File: config.mk
export PLATFORM = sky130hd
export DESIGN_NAME = fp16_mul_arbiter
export DESIGN_NICKNAME = d
export VERILOG_FILES = /design/src/rtl/fp16_pkg.sv /design/src/rtl/floatMut.sv /design/src/rtl/fp16_rr_arbiter.sv /design/src/rtl/fp16_mul_arbiter.sv
export SDC_FILE = /design/constraint.sdc
export NUM_CORES = 1
export LEC_CHECK = 0
export CAP_MARGIN = 30
export CORE_ASPECT_RATIO = 0.8
export CORE_UTILIZATION = 53
export DETAILED_ROUTE_END_ITERATION = 16
export PLACE_DENSITY = 0.83
export SYNTH_ARGS = -nofsm -noshare
export SYNTH_HDL_FRONTEND = slang
export SYNTH_SLANG_ARGS = --single-unit
File: constraint.sdc
create_clock -name clk -period 8.3 [get_ports clk]
set_input_delay 0.83 -clock clk [delete_from_list [all_inputs] [get_ports clk]]
set_output_delay 0.83 -clock clk [all_outputs]
set_load 0.01 [all_outputs]
File: src/rtl/fp16_pkg.sv
// Shared types and field constants for the fp16 multiplier arbiter.
// Stage records carry a fixed-width id wide enough for up to eight requesters.
package fp16_pkg;

  typedef logic [15:0] fp16_t;

  localparam int SIGN_BIT = 15;
  localparam int EXP_HI   = 14;
  localparam int EXP_LO   = 10;
  localparam int MANT_HI  = 9;
  localparam int MANT_LO  = 0;
  localparam int BIAS     = 15;
  localparam int MAX_ID_W = 3;

  typedef struct packed {
    logic                valid;
    logic [MAX_ID_W-1:0] id;
    fp16_t               a;
    fp16_t               b;
  } mul_stage_t;

  typedef struct packed {
    logic                valid;
    logic [MAX_ID_W-1:0] id;
    fp16_t               prod;
  } resp_stage_t;

endpackage

File: src/rtl/floatMut.sv
// Existing combinational fp16 multiplier: XOR sign, biased exponent add, truncated mantissa.
// Negative result exponent flushes to +0; no NaN/Inf/denormal/rounding handling.
module floatMut (
  input  logic [15:0] floatA,
  input  logic [15:0] floatB,
  output logic [15:0] product
);

  logic              sign_s;
  logic [10:0]       ma_s;
  logic [10:0]       mb_s;
  logic [21:0]       mp_s;
  logic signed [6:0] exp_s;
  logic [9:0]        mant_s;

  // Mantissa product, normalisation by at most one place, exponent rebias.
  always_comb begin
    sign_s = floatA[15] ^ floatB[15];
    ma_s   = {1'b1, floatA[9:0]};
    mb_s   = {1'b1, floatB[9:0]};
    mp_s   = 22'(ma_s) * 22'(mb_s);
    exp_s  = $signed({2'b00, floatA[14:10]}) + $signed({2'b00, floatB[14:10]})
             - 7'sd15 + (mp_s[21] ? 7'sd1 : 7'sd0);
    mant_s = 10'(mp_s >> (mp_s[21] ? 5'd11 : 5'd10));
    if (exp_s < 7'sd0) begin
      product = 16'h0000;
    end else begin
      product = {sign_s, exp_s[4:0], mant_s};
    end
  end

endmodule

File: src/rtl/fp16_rr_arbiter.sv
// Combinational round-robin picker: first set request strictly after ptr_i, wrapping.
// Produces a one-hot grant and its encoded index.
module fp16_rr_arbiter #(
  parameter int NUM_REQ = 4,
  parameter int ID_W    = 2
) (
  input  logic [NUM_REQ-1:0] req_i,
  input  logic [ID_W-1:0]    ptr_i,
  output logic [NUM_REQ-1:0] grant_o,
  output logic [ID_W-1:0]    grant_id_o
);

  logic            found_s;
  logic [ID_W-1:0] idx_s;
  int              idx_int_s;

  // Scan offsets 1..NUM_REQ from the pointer so the last winner has lowest priority.
  always_comb begin
    grant_o    = '0;
    grant_id_o = '0;
    found_s    = 1'b0;
    idx_int_s  = 0;
    idx_s      = '0;
    for (int off = 1; off <= NUM_REQ; off++) begin
      idx_int_s = (int'(ptr_i) + off) % NUM_REQ;
      idx_s     = ID_W'(idx_int_s);
      if (!found_s && req_i[idx_s]) begin
        found_s        = 1'b1;
        grant_o[idx_s] = 1'b1;
        grant_id_o     = idx_s;
      end else begin
        found_s = found_s;
      end
    end
  end

endmodule

File: src/rtl/fp16_mul_arbiter.sv
// Shares one floatMut among NUM_REQ requesters: round-robin grant, two-stage pipeline,
// single tagged response channel with backpressure that freezes the whole pipe.
module fp16_mul_arbiter
  import fp16_pkg::*;
#(
  parameter int NUM_REQ = 4,
  parameter int ID_W    = 2,
  parameter int CNT_W   = 16
) (
  input  logic                  clk,
  input  logic                  rst,
  input  logic [NUM_REQ-1:0]    req_valid,
  output logic [NUM_REQ-1:0]    req_ready,
  input  logic [NUM_REQ*16-1:0] req_a,
  input  logic [NUM_REQ*16-1:0] req_b,
  output logic                  resp_valid,
  input  logic                  resp_ready,
  output logic [ID_W-1:0]       resp_id,
  output logic [15:0]           resp_data,
  output logic                  busy,
  output logic [CNT_W-1:0]      op_count
);

  mul_stage_t        s1_q, s1_d;
  resp_stage_t       s2_q, s2_d;
  logic [ID_W-1:0]   rr_ptr_q, rr_ptr_d;
  logic [CNT_W-1:0]  op_count_q, op_count_d;
  logic [NUM_REQ-1:0] grant_s;
  logic [ID_W-1:0]   grant_id_s;
  logic              advance_s;
  logic              hs_s;
  fp16_t             prod_s;

  fp16_rr_arbiter #(.NUM_REQ(NUM_REQ), .ID_W(ID_W)) u_arb (
    .req_i      (req_valid),
    .ptr_i      (rr_ptr_q),
    .grant_o    (grant_s),
    .grant_id_o (grant_id_s)
  );

  floatMut u_mul (
    .floatA  (s1_q.a),
    .floatB  (s1_q.b),
    .product (prod_s)
  );

  // Grant gating, pipeline advance and counter next-state.
  always_comb begin
    advance_s  = !(s2_q.valid && !resp_ready);
    req_ready  = '0;
    s1_d       = s1_q;
    s2_d       = s2_q;
    rr_ptr_d   = rr_ptr_q;
    op_count_d = op_count_q;
    if (rst || !advance_s) begin
      req_ready = '0;
    end else begin
      req_ready = grant_s;
    end
    hs_s = |(req_valid & req_ready);
    if (advance_s) begin
      s1_d.valid = hs_s;
      s1_d.id    = MAX_ID_W'(grant_id_s);
      s1_d.a     = req_a[{grant_id_s, 4'b0000} +: 16];
      s1_d.b     = req_b[{grant_id_s, 4'b0000} +: 16];
      s2_d.valid = s1_q.valid;
      s2_d.id    = s1_q.id;
      s2_d.prod  = prod_s;
    end else begin
      s1_d = s1_q;
      s2_d = s2_q;
    end
    if (hs_s) begin
      rr_ptr_d = grant_id_s;
    end else begin
      rr_ptr_d = rr_ptr_q;
    end
    if (s2_q.valid && resp_ready) begin
      op_count_d = op_count_q + CNT_W'(1);
    end else begin
      op_count_d = op_count_q;
    end
  end

  // Pipeline, pointer and counter state.
  always_ff @(posedge clk or posedge rst) begin
    if (rst) begin
      s1_q       <= '0;
      s2_q       <= '0;
      rr_ptr_q   <= ID_W'(NUM_REQ - 1);
      op_count_q <= '0;
    end else begin
      s1_q       <= s1_d;
      s2_q       <= s2_d;
      rr_ptr_q   <= rr_ptr_d;
      op_count_q <= op_count_d;
    end
  end

  assign resp_valid = s2_q.valid;
  assign resp_id    = ID_W'(s2_q.id);
  assign resp_data  = s2_q.prod;
  assign busy       = s1_q.valid | s2_q.valid;
  assign op_count   = op_count_q;

endmodule
==> reports/metrics.yaml <==
clock_tree:
  post_cts_buffers: 0
  cts_tree: "built"
  clock-sinks: 72
  clkTransAtPathRegs_ps: 60
  clockRootBuffer: "clkbuf_16"
  post_cts_resized: 0
  clk_latency_ps: 340
  cts_made_buffers: 9
  htree_levels: 3
  cts.path.max_buffers: 2
  hold_buffers: 0
placed_design:
  dp_hpwl_mm: 17.53
  dpl-instance-area_sq_um: 10010
  gp_congestion: 0.9230
  portBuffers: 174
layout:
  n_antenna_cell: 0
  num-nets-final: 1311
  drive_above_1_share_pct: 6.505
  area.growth.synth_to_final_pct: 27.01
  fin_area_sq_um: 10390
synth:
  yosysWarnings: 0
  yosys.cell_types.count: 58
  yosysSeqAreaShare_pct: 22.06
  synthMuxAreaShare_pct: 9.774
  synth_fp_nets: 1160
  synth_xor_area_share_pct: 3.319
  synth_flop_cell: "dfrtp_1"
  synth_edf_count: 0
  synth_top_family_by_area: "adder cells"
  synthAdderAreaFrac_pct: 30.44
  syn_avg_cell_area_sq_um: 9.360
  synth_compound_area_share_pct: 13.61
  synth_area_sq_um: 8180
  synth_simple_gate_area_share_pct: 12.13
  ys_ff_latch: 72
  ys_async_sr_fraction_pct: 100.0
  synthCells: 874
timing:
  drv_slew: 0
  fin_tns_setup_ps: 0
  period_share_pct: 91.60
  holdWs_ps: 476.9
  rsz0062_at_grt: "no"
  finalHoldViolCount: 0
  fin_crit_ps: 7603
  finalSetupViolCount: 0
  worst_pin_slew_ps: 918.1
  relSlewSlack_pct: 38.80
  max_freq_ghz: 0.1315
  skew_ps: 7.955
worst_setup_path:
  critical_path_required_ps: 8520
  path_class: "flip-flop to flip-flop"
  end_kind: "flip-flop"
  crit_arrival_ps: 7820
  startpoint_type: "flip-flop"
  critPathMaxFanout: 12
  r2r_slack_ps: 700
die:
  start_util_pct: 54.30
  dieArea_sq_um: 15940
  die_x_microns: 140.9
  core_area_sq_um: 15060
  rows: 40
  fp.dieH_microns: 113.1
  ios: 175
drt:
  drtPass1Iterations: 5
  drc: 0
  drtAntennaViolNets: 0
  drtIter0Drc: 625
  vias_per_cell: 5.642
  vias: 6996
  drt-wirelength-per-cell_microns: 17.65
  wl_mm: 21.88
status:
  status: "complete, no violations"
global_route:
  antenna_found_initial: 0
  grt_pass1_wl_mm: 36.05
  grt-ovfl-total: 0
  grt_pass1_vias: 7135
  grt_use_total_pct: 29.25
  grt_max_degree: 73
worst_hold_path:
  hold_class: "flip-flop to flip-flop"
flow_run:
  maxCapViolations: 0
-- cell usage after synthesis, drive strengths merged (7+ instances only) --
master	instances	area (sq um)
buf	9	116.4
a21oi	52	260.3
dfrtp	70	1752
clkbuf	32	120.1
a21boi	7	52.55
mux2	35	394.1
nor2	35	131.4
inv	126	473.0
xnor2	20	175.2
nand3	11	55.05
xor2	11	96.34
o21ai	18	90.09
nand2	93	349.1
fa	80	1602
o211ai	10	75.07
a21o	9	67.56
mux2i	36	360.4
ha	71	888.4
o22ai	33	206.5
a22oi	9	67.56
and2	38	237.7
-- per-stage QoR --
step	std cells	setup WS, ps	utilization, %
after CTS	1239	790.8	68.79
after global routing	1240	1.577	68.97
after detailed placement	1223	813.9	66.44
after floorplan	874	1617	-
final	1240	697.3	68.97
after global placement	1223	1084	66.44
-- state kept, by name, summed over array words and instances (netlist names) --
name / count
resp_id: 2
rr_ptr_q: 2
resp_data: 16
s1_q: 35
resp_valid: 1
op_count: 16
-- layout by cell type (no fill, tap or decap), drive strengths merged, types with 4 or more instances in the layout --
master / netlist / layout
mux2: 35 / 35
o21a: 5 / 5
clkdlybuf4s50: 0 / 174
nand4: 6 / 6
nand3: 11 / 11
inv: 126 / 127
o22ai: 33 / 33
o21ai: 18 / 18
nor2: 35 / 35
a211oi: 5 / 5
and3: 6 / 6
mux2i: 36 / 36
nand2: 93 / 93
nor3: 5 / 5
xnor2: 20 / 20
clkbuf: 32 / 10
a22oi: 9 / 9
a21o: 9 / 9
o21bai: 4 / 4
a21boi: 7 / 7
dfrtp: 70 / 70
ha: 71 / 71
fa: 80 / 80
xor2: 11 / 11
and2: 38 / 38
o211ai: 10 / 10
a21oi: 52 / 52
buf: 9 / 7
-- worst max-delay path, cell delays in order (launching register included) --
cell and delay, ps:
dfrtp_1 630, nand2_1 140, fa_1 510, inv_1 60
fa_1 500, fa_1 520, fa_1 540, inv_1 50
fa_1 520, inv_1 40, ha_1 370, a211oi_1 410
o21a_1 200, o211a_1 190, o211ai_1 160, a21o_1 260
nand2_1 170, inv_1 140, ha_1 200, inv_1 70
ha_1 200, nand3_1 110, mux2i_1 260, o21ai_0 130
buf_4 210, a2111oi_0 570, o22ai_1 170, o311ai_0 120
-- layout make-up --
cell class	instances	area, sq um
clock buffers	10	239.0
inverters	126	473.0
well taps	210	262.8
clock inverters	6	115.1
flip-flops and latches	72	1804
fillers	1129	4674
repair buffers	181	1814
multi-input cells	635	5682
-- path summary, 6_finish.rpt --
check / cells after the start / endpoint / from
min: 1 / s1_q[32] / s1_q[32]
max in group asynchronous: 3 / s1_q[5] / rst
min in group asynchronous: 3 / s1_q[35] / rst
max: 27 / resp_data[8] / s1_q[8]
max reg2reg: 27 / resp_data[8] / s1_q[8]
min reg2reg: 1 / s1_q[32] / s1_q[32]
-- per-layer routing --
layer  wire (microns)  GRT usage [%]
met5                0              0
met4              518          8.478
met3             1890          7.067
met2             9833          45.31
met1             9640          40.87
-- cells by family after synthesis --
kind of cell,count (synthesis)
xor+xnor,31
simple gates,209
buf+inv,167
compound gates,171
mux,73
fa+ha+maj,151
flops,72
Power is not shown: default switching activity piles up to over one toggle a cycle in this logic, so the estimate is an artifact.
